File: config.mk
export PLATFORM = sky130hd
export DESIGN_NAME = shifter_multicycle
export DESIGN_NICKNAME = d
export VERILOG_FILES = /design/src/rtl/shifter_pkg.sv /design/src/rtl/shift_step.sv /design/src/rtl/shifter_multicycle.sv
export SDC_FILE = /design/constraint.sdc
export NUM_CORES = 1
export LEC_CHECK = 0
export CAP_MARGIN = 10
export CORE_AREA = 4 4 77 132
export DETAILED_ROUTE_END_ITERATION = 12
export DIE_AREA = 0 0 81 136
export GPL_ROUTABILITY_DRIVEN = 0
export PLACE_DENSITY = 0.67
export SKIP_CTS_REPAIR_TIMING = 1
export SYNTH_ARGS = -nofsm -noshare
export SYNTH_HDL_FRONTEND = slang
export SYNTH_SLANG_ARGS = --single-unit
File: constraint.sdc
create_clock -name clk -period 2.39 [get_ports clk]
set_clock_uncertainty 0.1 [all_clocks]
set_input_delay 0.239 -clock clk [delete_from_list [all_inputs] [get_ports clk]]
set_output_delay 0.239 -clock clk [all_outputs]
set_load 0.01 [all_outputs]
File: src/rtl/shifter_pkg.sv
// Shared encodings for the multi-cycle shifter: operation modes and FSM states.
package shifter_pkg;

  typedef enum logic [1:0] {
    MODE_SLL = 2'b00,
    MODE_SRL = 2'b01,
    MODE_SRA = 2'b10,
    MODE_ROR = 2'b11
  } mode_e;

  typedef enum logic [1:0] {
    IDLE  = 2'b00,
    SHIFT = 2'b01,
    DONE  = 2'b10
  } state_e;

endpackage

File: src/rtl/shift_step.sv
// Combinational shift of 0..STEP positions in any of the four modes.
module shift_step
  import shifter_pkg::*;
#(
  parameter int WIDTH = 32,
  parameter int AMT_W = 6
) (
  input  logic [WIDTH-1:0] data_i,
  input  logic [AMT_W-1:0] amt_i,
  input  mode_e            mode_i,
  output logic [WIDTH-1:0] data_o
);

  logic [2*WIDTH-1:0] rot;

  // Rotation via a doubled operand: the low half of the shifted pair is the rotate.
  assign rot = {data_i, data_i} >> amt_i;

  always_comb begin
    data_o = data_i;
    case (mode_i)
      MODE_SLL: data_o = data_i << amt_i;
      MODE_SRL: data_o = data_i >> amt_i;
      MODE_SRA: data_o = $signed(data_i) >>> amt_i;
      MODE_ROR: data_o = rot[WIDTH-1:0];
      default:  data_o = data_i;
    endcase
  end

endmodule

File: src/rtl/shifter_multicycle.sv
// Iterative shifter: up to STEP positions per cycle, result registered in DONE.
module shifter_multicycle
  import shifter_pkg::*;
#(
  parameter int WIDTH   = 32,
  parameter int STEP    = 1,
  parameter int SHAMT_W = $clog2(WIDTH)
) (
  input  logic               clk,
  input  logic               reset_n,
  input  logic               start,
  input  logic [1:0]         mode,
  input  logic [SHAMT_W-1:0] shamt,
  input  logic [WIDTH-1:0]   data_in,
  output logic               busy,
  output logic               done,
  output logic [WIDTH-1:0]   result
);

  // One extra bit so STEP == WIDTH is representable in the step amount.
  localparam int AMT_W = SHAMT_W + 1;
  localparam logic [AMT_W-1:0] STEP_L = AMT_W'(STEP);

  state_e             state_q;
  mode_e              mode_q;
  logic [WIDTH-1:0]   work_q, work_d, result_q;
  logic [SHAMT_W-1:0] count_q, count_d;
  logic               busy_q, done_q;
  logic [AMT_W-1:0]   cnt_ext, step_amt;

  always_comb begin
    cnt_ext  = {1'b0, count_q};
    step_amt = (cnt_ext > STEP_L) ? STEP_L : cnt_ext;
    count_d  = count_q - step_amt[SHAMT_W-1:0];
  end

  shift_step #(
    .WIDTH (WIDTH),
    .AMT_W (AMT_W)
  ) u_step (
    .data_i (work_q),
    .amt_i  (step_amt),
    .mode_i (mode_q),
    .data_o (work_d)
  );

  always_ff @(posedge clk) begin
    if (!reset_n) begin
      state_q  <= IDLE;
      mode_q   <= MODE_SLL;
      work_q   <= '0;
      count_q  <= '0;
      result_q <= '0;
      busy_q   <= 1'b0;
      done_q   <= 1'b0;
    end else begin
      done_q <= 1'b0;
      case (state_q)
        IDLE: begin
          if (start) begin
            work_q  <= data_in;
            count_q <= shamt;
            mode_q  <= mode_e'(mode);
            busy_q  <= 1'b1;
            state_q <= (shamt != '0) ? SHIFT : DONE;
          end
        end
        SHIFT: begin
          work_q  <= work_d;
          count_q <= count_d;
          if (count_d == '0) state_q <= DONE;
        end
        DONE: begin
          result_q <= work_q;
          done_q   <= 1'b1;
          busy_q   <= 1'b0;
          state_q  <= IDLE;
        end
        default: begin
          busy_q  <= 1'b0;
          state_q <= IDLE;
        end
      endcase
    end
  end

  assign busy   = busy_q;
  assign done   = done_q;
  assign result = result_q;

endmodule

==> results.cfg <==
[detailed_routing]
drt_pass1_iterations = 5
ant_nets = 0
vias = 3508
totalWireLength_microns = 10250
routedWlPerCell_microns = 16.18
first_iter_violations = 189
route.detailed.drc = 0
vias_per_cell = 5.542

[placement]
pre_cts_ws_ps = 368.3
hpwl_microns = 7099
io_buffers = 75
placed_area_sq_mm = 0.004619
dp.cells = 619

[worst_hold_path]
min_from = result[7]$_SDFFE_PN0P_
min_path_type = register to register

[cells_and_area]
drive_gt1_share_pct = 8.772
nFillCells = 899
num_antenna_cells = 0
layout.cells.non_filler = 633
area_growth_pct = 31.28
fin_util_pct = 54.11
finalInstanceArea_sq_mm = 0.004921
final_nets = 553

[floorplan]
die_area_sq_mm = 0.01102
dieWidth_microns = 81
io_pins = 76
die_y_microns = 136
coreArea_sq_mm = 0.009094
initial_core_util_pct = 41.22
rows = 46

[global_routing]
grt_use_total_pct = 19.54
grt_pass1_wl_microns = 16810
grt-ovfl-total = 0
grt_max_degree = 42
antenna_found_initial = 0
grt_pass1_vias = 3448

[power_and_ir_drop]
p_leak_nw = 1.866
p_per_area_mw_per_mm2 = 744.2
vdd_drop_max_mv = 0.3716
p_total_mw = 3.662

[run_status]
status = complete, no violations

[clock_tree]
clock_sinks = 75
clock_latency_ps = 340
cts_htree_levels = 3
cts_root_buffer = clkbuf_16
tritoncts = done
clkTransAtPathRegs_ps = 60
cts-buffers-inserted = 9
max-clock-path-buffers = 2

[sta]
hold_ws_ps = 351.6
rsz0062_at_grt = false
post-route-period-util_pct = 83.72
maxSlewHeadroom_pct = 56.62
worst_pin_slew_ps = 647.7
fmax_mhz = 499.8
postLayoutSetupSlackWorst_ps = 389.2
setup_tns_ps = 0
setup_violations = 0
drv_slew = 0
hold_viol = 0
period_minus_slack_ps = 2001

[synthesis]
ys_warn_count = 0
synthDistinctLibCells = 48
ys_seq_area_share_pct = 40.05
synthesis.nets = 484
synth.avg_cell_area_sq_um = 8.500
ys_ff_latch = 75
syn_inst = 441
syn_area_sq_mm = 0.003749

[worst_setup_path]
r2r-start = count_q[1]$_SDFFE_PN0P_
cp_top_family = simple AND/OR/NAND/NOR gates
crit_buf_inv = 1
crit_required_ps = 2530
cp_cell_sequence = nor3_4, nand2_2, buf_4, mux2i_1, a221oi_1
critPathCaptureType = register
cp_slowest_cell = dfxtp_1
crit_fanout = 14
cp-startpoint = count_q[1]$_SDFFE_PN0P_
path_class = register to register
critPathMaxStageDelay_ps = 400
critPathArrivalTime_ps = 2140
setup.worst_path.start_class = register

[run]
maxCapViolCount = 0
## final timing paths
| check | endpoint | slack (ps) | depth (start not counted) |
|---|---|---|---|
| max reg2reg | work_q[5]$_SDFFE_PN0P_ | 390 | 5 |
| max | work_q[5]$_SDFFE_PN0P_ | 390 | 5 |
| min | result[7]$_SDFFE_PN0P_ | 350 | 2 |
| min reg2reg | result[7]$_SDFFE_PN0P_ | 350 | 2 |
## worst register-to-register path, delay by kind of cell (launching register included)
family | cells | cell delay, ps
simple gates | 2 | 640
flops | 1 | 400
buf+inv | 1 | 300
compound gates | 1 | 300
mux | 1 | 170
## placed cells by master (no fill, tap or decap), types with 3 or more instances in the layout
| master | n |
|---|---|
| a21oi_1 | 40 |
| a221oi_1 | 25 |
| a22o_1 | 3 |
| a31oi_1 | 4 |
| buf_4 | 18 |
| clkbuf_16 | 9 |
| clkbuf_8 | 3 |
| clkdlybuf4s50_1 | 75 |
| dfxtp_1 | 75 |
| mux2_1 | 23 |
| mux2i_1 | 31 |
| nand2_1 | 100 |
| nand2b_1 | 3 |
| nor2_1 | 21 |
| nor2b_1 | 4 |
| o21ai_0 | 25 |
| o21ai_1 | 3 |
| o221a_1 | 4 |
## flip-flops by register name, indices dropped and copies added (netlist names)
name     count
state_q      2
count_q      5
mode_q       2
busy         1
done         1
result      32
work_q      32
## cell families (layout without fill, tap and decap cells)
kind of cell	count (synthesis)	in the layout	share of synthesized area, %
compound gates	120	120	21.50
xor+xnor	2	2	0.4674
fa+ha+maj	1	1	0.3337
buf+inv	39	111	4.940
flops	75	75	40.05
mux	56	56	15.79
simple gates	148	148	16.92
## final cells by class
cell class / instances / area (sq um) / area share (%)
multi-input combinational: 327 / 2067 / 42.00
clock buffer: 12 / 266.5 / 5.416
clock inverter: 2 / 35.03 / 0.7119
tap: 120 / 150.1 / 3.051
sequential: 75 / 1501 / 30.51
inverter: 4 / 15.01 / 0.3051
timing repair buffer: 93 / 885.9 / 18.00
## cells in the mapped netlist, drive strengths merged
cell type,number,area (sq um)
nand3b,2,15.01
nor2,23,91.34
nand4,2,12.51
or3,1,6.260
a311oi,2,17.52
nor3,3,26.28
nor2b,6,37.54
nor4,1,6.260
a21o,2,15.01
a211o,2,17.52
mux2,25,281.5
mux2i,31,310.3
o221ai,2,17.52
a21boi,1,7.510
ha,1,12.51
inv,4,15.01
o41ai,1,16.27
nand3,1,5.000
a311o,1,10.01
clkbuf,19,71.32
and2,1,6.260
a31oi,4,25.02
nor3b,2,15.01
a221oi,25,219.0
o311ai,1,8.760
o21ai,28,140.1
nand2,101,381.6
buf,16,98.84
nand2b,3,18.77
a22o,3,26.28
a21oi,40,200.2
a32o,1,10.01
xor2,2,17.52
a211oi,1,7.510
o221a,5,56.30
o21bai,1,11.26
dfxtp,75,1501
and3,2,12.51
## report_power, final
group          leakage [nW]  switching (mW)  internal, mW  total [mW]
Clock                 0.151           0.503         0.880        1.38
Combinational          1.10           0.424         0.387       0.811
Sequential            0.613           0.122          1.35        1.47
Total                  1.87            1.05          2.61        3.66
## layer usage
layer  share of wire (%)  track usage, %  vias up
met2                  53           34.13       99
met3                 4.9           3.714       20
met4                 2.7           8.929        0
met5                   0               0        -
li1                    -               -     1721
met1                  39           22.51     1668
Power figures use the tool's default switching activity.
